===== src/rtl/divider_pkg.sv =====
// Shared types and limits for the restoring divider.
package divider_pkg;

    typedef enum logic [1:0] {
        IDLE = 2'd0,
        CALC = 2'd1,
        DONE = 2'd2
    } state_e;

    localparam int WIDTH_MIN = 4;
    localparam int WIDTH_MAX = 64;

    function automatic int cnt_width(input int width);
        return (width > 1) ? $clog2(width) : 1;
    endfunction

endpackage


===== src/rtl/divider_param_div_step.sv =====
// One combinational restoring shift-subtract step of the divider.
module div_step #(
    parameter int WIDTH = 32
) (
    input  logic [WIDTH-1:0] prem_i,
    input  logic [WIDTH-1:0] dvs_i,
    input  logic             dvd_bit_i,
    output logic [WIDTH-1:0] prem_o,
    output logic             qbit_o
);

    logic [WIDTH:0] shifted;
    logic [WIDTH:0] diff;

    assign shifted = {prem_i, dvd_bit_i};
    assign diff    = shifted - {1'b0, dvs_i};

    // The extra top bit of the difference is the borrow: set means the divisor did not fit.
    assign qbit_o = ~diff[WIDTH];
    assign prem_o = qbit_o ? diff[WIDTH-1:0] : shifted[WIDTH-1:0];

endmodule


===== src/rtl/divider_param.sv =====
// Multi-cycle restoring divider, one quotient bit per cycle (IDLE -> CALC -> DONE).
// Define DIVIDER_SIGNED_EN to add the signed_op port and truncating two's-complement mode.
module divider_param
    import divider_pkg::*;
#(
    parameter int WIDTH = 32
) (
    input  logic             clk,
    input  logic             rst_n,
    input  logic             start,
    input  logic [WIDTH-1:0] a,
    input  logic [WIDTH-1:0] b,
`ifdef DIVIDER_SIGNED_EN
    input  logic             signed_op,
`endif
    output logic             busy,
    output logic             finish,
    output logic [WIDTH-1:0] quo,
    output logic [WIDTH-1:0] rem,
    output logic             div_by_zero
);

    localparam int CNT_W = cnt_width(WIDTH);

    state_e             state_q, state_d;
    logic [CNT_W-1:0]   cnt_q, cnt_d;
    logic [WIDTH-1:0]   dvd_q, dvd_d;
    logic [WIDTH-1:0]   dvs_q, dvs_d;
    logic [WIDTH-1:0]   prem_q, prem_d;
    logic [WIDTH-1:0]   quo_q, quo_d;
    logic [WIDTH-1:0]   rem_q, rem_d;
    logic               dbz_q, dbz_d;

    logic [WIDTH-1:0]   a_mag, b_mag;
    logic [WIDTH-1:0]   step_prem;
    logic               step_qbit;
    logic [WIDTH-1:0]   dvd_nxt;
    logic [WIDTH-1:0]   quo_fin, rem_fin;

`ifdef DIVIDER_SIGNED_EN
    logic qneg_q, qneg_d;
    logic rneg_q, rneg_d;
    logic a_neg, b_neg;

    function automatic logic [WIDTH-1:0] cond_neg(input logic [WIDTH-1:0] v, input logic neg);
        return neg ? ('0 - v) : v;
    endfunction

    // The core only sees magnitudes; -2^(WIDTH-1) maps to itself, which is why the
    // overflow case falls out as quo = -2^(WIDTH-1) without special handling.
    assign a_neg   = signed_op & a[WIDTH-1];
    assign b_neg   = signed_op & b[WIDTH-1];
    assign a_mag   = cond_neg(a, a_neg);
    assign b_mag   = cond_neg(b, b_neg);
    assign quo_fin = cond_neg(dvd_nxt, qneg_q);
    assign rem_fin = cond_neg(step_prem, rneg_q);
`else
    assign a_mag   = a;
    assign b_mag   = b;
    assign quo_fin = dvd_nxt;
    assign rem_fin = step_prem;
`endif

    div_step #(.WIDTH(WIDTH)) u_step (
        .prem_i    (prem_q),
        .dvs_i     (dvs_q),
        .dvd_bit_i (dvd_q[WIDTH-1]),
        .prem_o    (step_prem),
        .qbit_o    (step_qbit)
    );

    // Dividend register shifts left; quotient bits fill in from the bottom.
    assign dvd_nxt = {dvd_q[WIDTH-2:0], step_qbit};

    always_comb begin
        state_d = state_q;
        cnt_d   = cnt_q;
        dvd_d   = dvd_q;
        dvs_d   = dvs_q;
        prem_d  = prem_q;
        quo_d   = quo_q;
        rem_d   = rem_q;
        dbz_d   = dbz_q;
`ifdef DIVIDER_SIGNED_EN
        qneg_d  = qneg_q;
        rneg_d  = rneg_q;
`endif
        case (state_q)
            IDLE: begin
                if (start) begin
                    if (b == '0) begin
                        state_d = DONE;
                        quo_d   = '1;
                        rem_d   = a;
                        dbz_d   = 1'b1;
                    end else begin
                        state_d = CALC;
                        cnt_d   = CNT_W'(WIDTH - 1);
                        dvd_d   = a_mag;
                        dvs_d   = b_mag;
                        prem_d  = '0;
`ifdef DIVIDER_SIGNED_EN
                        qneg_d  = a_neg ^ b_neg;
                        rneg_d  = a_neg;
`endif
                    end
                end
            end
            CALC: begin
                dvd_d  = dvd_nxt;
                prem_d = step_prem;
                if (cnt_q == '0) begin
                    state_d = DONE;
                    quo_d   = quo_fin;
                    rem_d   = rem_fin;
                    dbz_d   = 1'b0;
                end else begin
                    cnt_d = cnt_q - 1'b1;
                end
            end
            DONE:    state_d = IDLE;
            default: state_d = IDLE;
        endcase
    end

    always_ff @(posedge clk) begin
        if (!rst_n) begin
            state_q <= IDLE;
            cnt_q   <= '0;
            quo_q   <= '0;
            rem_q   <= '0;
            dbz_q   <= 1'b0;
`ifdef DIVIDER_SIGNED_EN
            qneg_q  <= 1'b0;
            rneg_q  <= 1'b0;
`endif
        end else begin
            state_q <= state_d;
            cnt_q   <= cnt_d;
            quo_q   <= quo_d;
            rem_q   <= rem_d;
            dbz_q   <= dbz_d;
`ifdef DIVIDER_SIGNED_EN
            qneg_q  <= qneg_d;
            rneg_q  <= rneg_d;
`endif
        end
    end

    // Working registers are only meaningful in CALC, so they carry no reset.
    always_ff @(posedge clk) begin
        dvd_q  <= dvd_d;
        dvs_q  <= dvs_d;
        prem_q <= prem_d;
    end

    assign busy        = (state_q != IDLE);
    assign finish      = (state_q == DONE);
    assign quo         = quo_q;
    assign rem         = rem_q;
    assign div_by_zero = dbz_q;

endmodule


===== config.mk =====
export PLATFORM = sky130hd
export DESIGN_NAME = divider_param
export DESIGN_NICKNAME = d
export VERILOG_FILES = /design/src/rtl/divider_pkg.sv /design/src/rtl/divider_param_div_step.sv /design/src/rtl/divider_param.sv
export SDC_FILE = /design/constraint.sdc
export NUM_CORES = 1
export LEC_CHECK = 0
export ABC_CLOCK_PERIOD_IN_PS = 9530
export CAP_MARGIN = 20
export CORE_UTILIZATION = 55
export CTS_BUF_LIST = sky130_fd_sc_hd__clkbuf_16
export DETAILED_ROUTE_END_ITERATION = 10
export GPL_ROUTABILITY_DRIVEN = 0
export GPL_TIMING_DRIVEN = 0
export PLACE_DENSITY = 0.84
export SLEW_MARGIN = 10
export SYNTH_ARGS = -nofsm -noshare
export SYNTH_HDL_FRONTEND = slang
export SYNTH_SLANG_ARGS = --single-unit

===== constraint.sdc =====
create_clock -name clk -period 9.53 [get_ports clk]
set_clock_uncertainty 0.2 [all_clocks]
set_input_delay 0.953 -clock clk [delete_from_list [all_inputs] [get_ports clk]]
set_output_delay 0.953 -clock clk [all_outputs]
set_load 0.1 [all_outputs]

==> results.sh, run 1 <==
export IMPL_status="finished, final reports clean"
export IMPL_netlist_area_mm2=0.00897
export IMPL_grt_pass1_vias=7841
export IMPL_setup_total_negative_slack_ns=0
export IMPL_hold_buffers=0
export IMPL_setup_violations_final=0
export IMPL_cts_tree="built"
export IMPL_htree_levels=4
export IMPL_wl_per_cell_um=19.5
export IMPL_ys_seq_area_share_pct=48.2
export IMPL_overflow=0
export IMPL_finalMaxSlewViolations=0
export IMPL_grt_busiest_layer="met2"
export IMPL_ctsResizeCount=0
export IMPL_num_rows=46
export IMPL_setup_ws_ns=5.35
export IMPL_ys_warn_count=0
export IMPL_grtUsageMet1_pct=40.0
export IMPL_nets=1181
export IMPL_rsz0062_at_grt="no"
export IMPL_worst_slew_pin_slew_ns=1.04
export IMPL_synth_largest_area_cell="edfxtp_1"
export IMPL_dpl_hpwl_um=18900
export IMPL_p_int_w=0.00167
export IMPL_drv_cap=0
export IMPL_comb_power_share_pct=36.3
export IMPL_io_buffers=132
export IMPL_coreArea_mm2=0.0159
export IMPL_diodes=0
export IMPL_synth_distinct_cells=76
export IMPL_synth_area_leaders="edfxtp_1, dfxtp_1, nand2_1"
export IMPL_cp_arrival_ns=4.35
export IMPL_async_flop_share_pct=0
export IMPL_numCtsBuffers=17
export IMPL_post_cts_buffers=0
export IMPL_syn_area_per_cell_um2=9.70
export IMPL_powerDensity_mw_per_mm2=242
export IMPL_cts_path_max_buffers=2
export IMPL_yosysTopAreaCellShare_pct=32.1
export IMPL_met2_usage_pct=51.0
export IMPL_drtAntennaViolNets=0
export IMPL_first_pass_iters=7
export IMPL_drc_errors=0
export IMPL_hold_viol=0
export IMPL_max_freq_ghz=0.239
export IMPL_crit_type="input port to register"
export IMPL_vias=8194
export IMPL_cts_sinks=168
export IMPL_insertion_delay_ns=0.44
export IMPL_drt_wl_total_um=25600
export IMPL_synth_cells=925
export IMPL_relSlewSlack_pct=30.7
export IMPL_min_path_type="register to register"
export IMPL_drive_gt1_share_pct=7.69
export IMPL_ioPinCount=134
export IMPL_netSwitchingPower_w=0.00106
export IMPL_crit_path_max_fanout=10
export IMPL_synthFlopType="edfxtp_1"
export IMPL_crit_slowest_cell="nor2_1"
export IMPL_die_h_um=130
export IMPL_start_util_pct=56.5
export IMPL_fin_util_pct=71.2
export IMPL_ys_ff_latch=168
export IMPL_grt_max_degree=27
export IMPL_drtIter0Drc=929
export IMPL_period_minus_slack_ns=4.18
export IMPL_crit_path_end_kind="register"
export IMPL_fillers=1168
export IMPL_clkTransAtPathRegs_ns=0.07
export IMPL_synth_nets=1027
export IMPL_grt_usage_pct=31.2
export IMPL_die_w_um=130
export IMPL_grt_antenna_before_repair=0
export IMPL_met3_usage_pct=6.03
export IMPL_synth_edf_count=96
export IMPL_start_kind="input port"
export IMPL_p_seq_share_pct=34.9
export IMPL_clockRootBuffer="clkbuf_16"
export IMPL_die_area_mm2=0.0168
export IMPL_swShare_pct=38.8
export IMPL_clkPwrFrac_pct=28.8
export IMPL_leakagePower_nw=4.79
export IMPL_grt_pass1_wl_um=39300
export IMPL_holdWs_ns=0.300
export IMPL_place_ws_ns=5.04
export IMPL_period_share_pct=43.9
export IMPL_worst_path_largest_cell_delay_ns=0.75
export IMPL_via_per_inst=6.26
export IMPL_crit_required_ns=9.70
export IMPL_cp_common_cell="nand2_1"
export IMPL_path_cells="clkdlybuf4s50_1, nor4_1, nand2_1, nor4_1, nand2_1, nor2_1, clkbuf_1, nand2_1, a41oi_2"
export IMPL_ir_drop_v=0.000160
export IMPL_syn2layout_area_growth_pct=26.1
==> layout make-up <==
cell class | instances | area [um^2] | share of cell area [%]
inverters | 42 | 158 | 1.39
plain buffers | 59 | 263 | 2.32
flip-flops and latches | 168 | 4320 | 38.2
clock inverters | 15 | 235 | 2.08
clock buffers | 17 | 425 | 3.76
multi-input cells | 656 | 4240 | 37.5
well taps | 216 | 270 | 2.39
repair buffers | 135 | 1400 | 12.3
==> final timing paths <==
| kind | startpoint | to | slack [ns] | depth (start not counted) |
|---|---|---|---|---|
| worst min register to register | rem[25]$_SDFFE_PN0P_ | rem[25]$_SDFFE_PN0P_ | 0.30 | 2 |
| worst max register to register | dvd_q[31]$_DFFE_PP_ | prem_q[31]$_SDFFCE_PN0P_ | 5.84 | 12 |
| worst min-delay path | rem[25]$_SDFFE_PN0P_ | rem[25]$_SDFFE_PN0P_ | 0.30 | 2 |
| worst max-delay path | b[26] | rem[10]$_SDFFE_PN0P_ | 5.35 | 9 |
==> metrics by stage <==
step	total power (W)	instances	instance area, um^2
2_1_floorplan	0.00167	925	8970
3_3_place_gp	0.00192	1273	10600
3_5_place_dp	0.00194	1276	10700
4_1_cts	0.00272	1308	11300
5_1_grt	0.00284	1308	11300
6_report	0.00274	1308	11300
==> flip-flops by register name (all words and copies together), names as in the netlist <==
signal and flops:
cnt_q 5, dvd_q 32, quo 32, prem_q 32, state_q 2, rem 32
div_by_zero 1, dvs_q 32
==> synthesized netlist by cell type (3+ instances only) <==
cell type	number
a21o_1	14
dfxtp_1	72
o31a_1	5
or2_2	6
nand4_1	10
a41oi_1	8
clkbuf_1	35
nor4_1	10
nand2b_1	10
a41oi_2	7
and4_1	6
nor2_1	23
o211ai_1	4
inv_1	42
o21a_1	16
edfxtp_1	96
a211oi_1	3
a211o_1	5
nor3_1	6
o22ai_1	4
buf_1	5
or3_1	35
o21ai_1	9
a31oi_1	6
o211a_1	33
a21oi_1	47
a22o_1	5
nand3_1	40
o221a_2	3
mux2i_1	6
xnor2_1	11
o21ai_0	38
and3_1	10
nand2_1	169
buf_2	14
and2_1	5
nor2b_1	6
o31ai_1	3
ha_1	34
xor2_1	10
a21boi_0	7
==> routing by layer <==
layer	vias up	part of all wire (%)
met2	513	47
met5	-	0
met4	0	4.3
met3	94	9.6
met1	3861	39
li1	3726	-
==> cell usage in the layout (no fill, tap or decap), types with 9 or more instances in the layout <==
master           netlist  final
dfxtp_1               72     72
xor2_1                10     10
clkbuf_1              35     35
nand4_1               10     10
a21oi_1               47     46
edfxtp_1              96     96
nor4_1                10     10
o21ai_0               38     38
xnor2_1               11     11
nand2b_1              10     10
a21o_1                14     14
buf_2                 14     14
nand2_1              169    169
or3_1                 35     35
clkbuf_16              0     17
nand3_1               40     40
clkdlybuf4s50_1        0    132
nor2_1                23     23
ha_1                  34     34
o211a_1               33     33
inv_1                 42     43
o21a_1                16     16
o21ai_1                9      9
and3_1                10     10
==> cells by family (layout without fill, tap and decap cells) <==
family	count (synthesis)	in the layout	share of synthesized area, %
xor+xnor	21	21	2.05
flops	168	168	48.2
mux	6	6	0.669
buf+inv	101	268	4.69
simple gates	347	347	18.6
fa+ha+maj	35	35	4.96
compound gates	247	247	20.8
==> critical path, delay by kind of cell <==
kind,cells,cell delay [ns]
buffers and inverters,2,0.81
and+or+nand+nor,6,2.35
AOI/OAI and AO/OA,1,0.22
==> power by group through the flow <==
stage                     sequential, W  combinational (W)  clock, W
after floorplan                 0.00118           0.000484         0
final                          0.000956           0.000994  0.000788
after global routing           0.000963            0.00106  0.000818
after detailed placement       0.000966           0.000972         0
after global placement         0.000970           0.000947         0
after CTS                      0.000953           0.000981  0.000783
No activity file was read; power rests on OpenSTA's default activity.
==> run 2: changes to the inputs <==
--- a/config.mk
+++ b/config.mk
@@ -5,7 +5,7 @@
 export SDC_FILE = /design/constraint.sdc
 export NUM_CORES = 1
 export LEC_CHECK = 0
-export ABC_CLOCK_PERIOD_IN_PS = 9530
+export ABC_CLOCK_PERIOD_IN_PS = 3950
 export CAP_MARGIN = 20
 export CORE_UTILIZATION = 55
 export CTS_BUF_LIST = sky130_fd_sc_hd__clkbuf_16
==> constraint.sdc (replaced) <==
create_clock -name clk -period 3.95 [get_ports clk]
set_clock_uncertainty 0.2 [all_clocks]
set_input_delay 0.395 -clock clk [delete_from_list [all_inputs] [get_ports clk]]
set_output_delay 0.395 -clock clk [all_outputs]
set_load 0.1 [all_outputs]
==> results.sh, run 2 (same netlist as run 1, synthesis figures left out) <==
export IMPL_status="finished, final reports clean"
export IMPL_dpl_hpwl_um=19000
export IMPL_cts_tree="built"
export IMPL_numCtsBuffers=17
export IMPL_crit_path_max_fanout=10
export IMPL_crit_required_ns=3.91
export IMPL_period_minus_slack_ns=3.70
export IMPL_start_util_pct=56.5
export IMPL_crit_start="dvd_q[31]$_DFFE_PP_"
export IMPL_worst_slew_pin_slew_ns=1.03
export IMPL_coreArea_mm2=0.0159
export IMPL_clkTransAtPathRegs_ns=0.07
export IMPL_relSlewSlack_pct=31.3
export IMPL_swShare_pct=39.7
export IMPL_comb_power_share_pct=37.6
export IMPL_r2r_start="dvd_q[31]$_DFFE_PP_"
export IMPL_setup_ws_ns=0.245
export IMPL_dp_cells=1276
export IMPL_overflow=0
export IMPL_clkPwrFrac_pct=26.3
export IMPL_rsz0062_at_grt="no"
export IMPL_max_freq_ghz=0.270
export IMPL_holdPathEnd="rem[24]$_SDFFE_PN0P_"
export IMPL_crit_path_end_kind="register"
export IMPL_multi_input_area_mm2=0.00425
export IMPL_final_common_cell="nand2_1"
export IMPL_clockRootBuffer="clkbuf_16"
export IMPL_drtIter0Drc=932
export IMPL_insertion_delay_ns=0.43
export IMPL_final_cell_mix="nand2_1, clkdlybuf4s50_1, edfxtp_1, dfxtp_1, a21oi_1"
export IMPL_grt_pass1_vias=7654
export IMPL_fin_util_pct=70.8
export IMPL_cp_arrival_ns=3.67
export IMPL_grt_pass1_wl_um=38800
export IMPL_leakagePower_nw=4.76
export IMPL_r2r_end="prem_q[31]$_SDFFCE_PN0P_"
export IMPL_vias=8024
export IMPL_first_pass_iters=7
export IMPL_setup_violations_final=0
export IMPL_reg2reg_slack_ns=0.25
export IMPL_diodes=0
export IMPL_p_seq_share_pct=36.0
export IMPL_rr_worst_depth=12
export IMPL_period_share_pct=93.8
export IMPL_hold_depth=3
export IMPL_powerDensity_mw_per_mm2=567
export IMPL_die_w_um=130
export IMPL_grt_max_degree=26
export IMPL_finalMaxSlewViolations=0
export IMPL_grt_antenna_before_repair=0
export IMPL_drc_errors=0
export IMPL_htree_levels=4
export IMPL_post_layout_nonfiller_instances=1308
export IMPL_p_int_w=0.00385
export IMPL_cts_path_max_buffers=2
export IMPL_crit_type="register to register"
export IMPL_nets=1181
export IMPL_post_cts_buffers=0
export IMPL_syn2layout_area_growth_pct=25.4
export IMPL_grt_usage_pct=30.7
export IMPL_hold_viol=0
export IMPL_io_buffers=132
export IMPL_place_ws_ns=-0.0708
export IMPL_ioPinCount=134
export IMPL_min_path_type="input port to register"
export IMPL_drv_cap=0
export IMPL_via_per_inst=6.13
export IMPL_die_h_um=130
export IMPL_wl_per_cell_um=19.3
export IMPL_ff_latch_area_mm2=0.00432
export IMPL_num_rows=46
export IMPL_start_kind="register"
export IMPL_drt_wl_total_um=25200
export IMPL_fillers=1177
export IMPL_drtAntennaViolNets=0
export IMPL_ir_drop_v=0.000345
export IMPL_netSwitchingPower_w=0.00253
export IMPL_hp_start="rst_n"
export IMPL_cts_sinks=168
export IMPL_ctsResizeCount=0
export IMPL_hold_buffers=0
export IMPL_die_area_mm2=0.0168
export IMPL_drive_gt1_share_pct=7.78
[run 2: changes by cell type in the layout (fill, tap and decap cells not counted)]
cell        change
buf_12          -1
buf_16          +1
bufinv_16       -3
clkinv_2        +2
clkinvlp_4      +1
nor4_1          -1
nor4_2          +1
[run 2: power groups by stage]
| stage | Sequential [W] | Combinational (W) | Clock [W] |
|---|---|---|---|
| 2_1_floorplan | 0.00285 | 0.00117 | 0 |
| 3_3_place_gp | 0.00233 | 0.00228 | 0 |
| 3_5_place_dp | 0.00233 | 0.00235 | 0 |
| 4_1_cts | 0.00229 | 0.00237 | 0.00168 |
| 5_1_grt | 0.00232 | 0.00256 | 0.00176 |
| 6_report | 0.00230 | 0.00240 | 0.00168 |
[run 2: worst max-delay path by stage]
stage,slack (ns),cells after the start,end
floorplan,0.76,10,prem_q[18]$_SDFFCE_PN0P_
global placement,-0.62,6,prem_q[6]$_SDFFCE_PN0P_
detailed placement,-0.07,9,rem[12]$_SDFFE_PN0P_
CTS,0.29,10,rem[23]$_SDFFE_PN0P_
global route,0.11,12,prem_q[31]$_SDFFCE_PN0P_
finish,0.25,12,prem_q[31]$_SDFFCE_PN0P_
[run 2: metrics by stage]
stage / hold slack (ns) / power [W] / TNS [ns] / instance area, um^2
floorplan: 0.285 / 0.00402 / 0 / 8980
global placement: 0.280 / 0.00462 / -39.51 / 10600
detailed placement: 0.280 / 0.00468 / -0.691 / 10700
CTS: 0.180 / 0.00635 / 0 / 11200
global route: 0.237 / 0.00664 / 0 / 11300
finish: 0.227 / 0.00638 / 0 / 11300
[run 2: final cells by class]
type / instances / share of cell area (%)
Clock buffer: 17 / 3.78
Timing Repair Buffer: 135 / 12.5
Inverter: 42 / 1.40
Sequential cell: 168 / 38.4
Clock inverter: 15 / 1.45
Buffer: 59 / 2.34
Tap cell: 216 / 2.40
Multi-Input combinational cell: 656 / 37.7
[run 2: layer usage]
metal | routed length (um) | GRT usage [%]
met3 | 2150 | 5.49
met4 | 772 | 13.4
met5 | 0 | 0
met1 | 10200 | 40.1
met2 | 12000 | 50.4
[run 2: worst max-delay path, cell delays in order (launching register included)]
cell and delay, ns:
edfxtp_1 0.42, inv_1 0.07, ha_1 0.20, fa_1 0.40, nand2b_1 0.20, a21o_1 0.21, a311o_1 0.40, o2111ai_2 0.28
and3_1 0.30, nor2_2 0.10, buf_6 0.18, a41oi_1 0.39, nor2_1 0.07
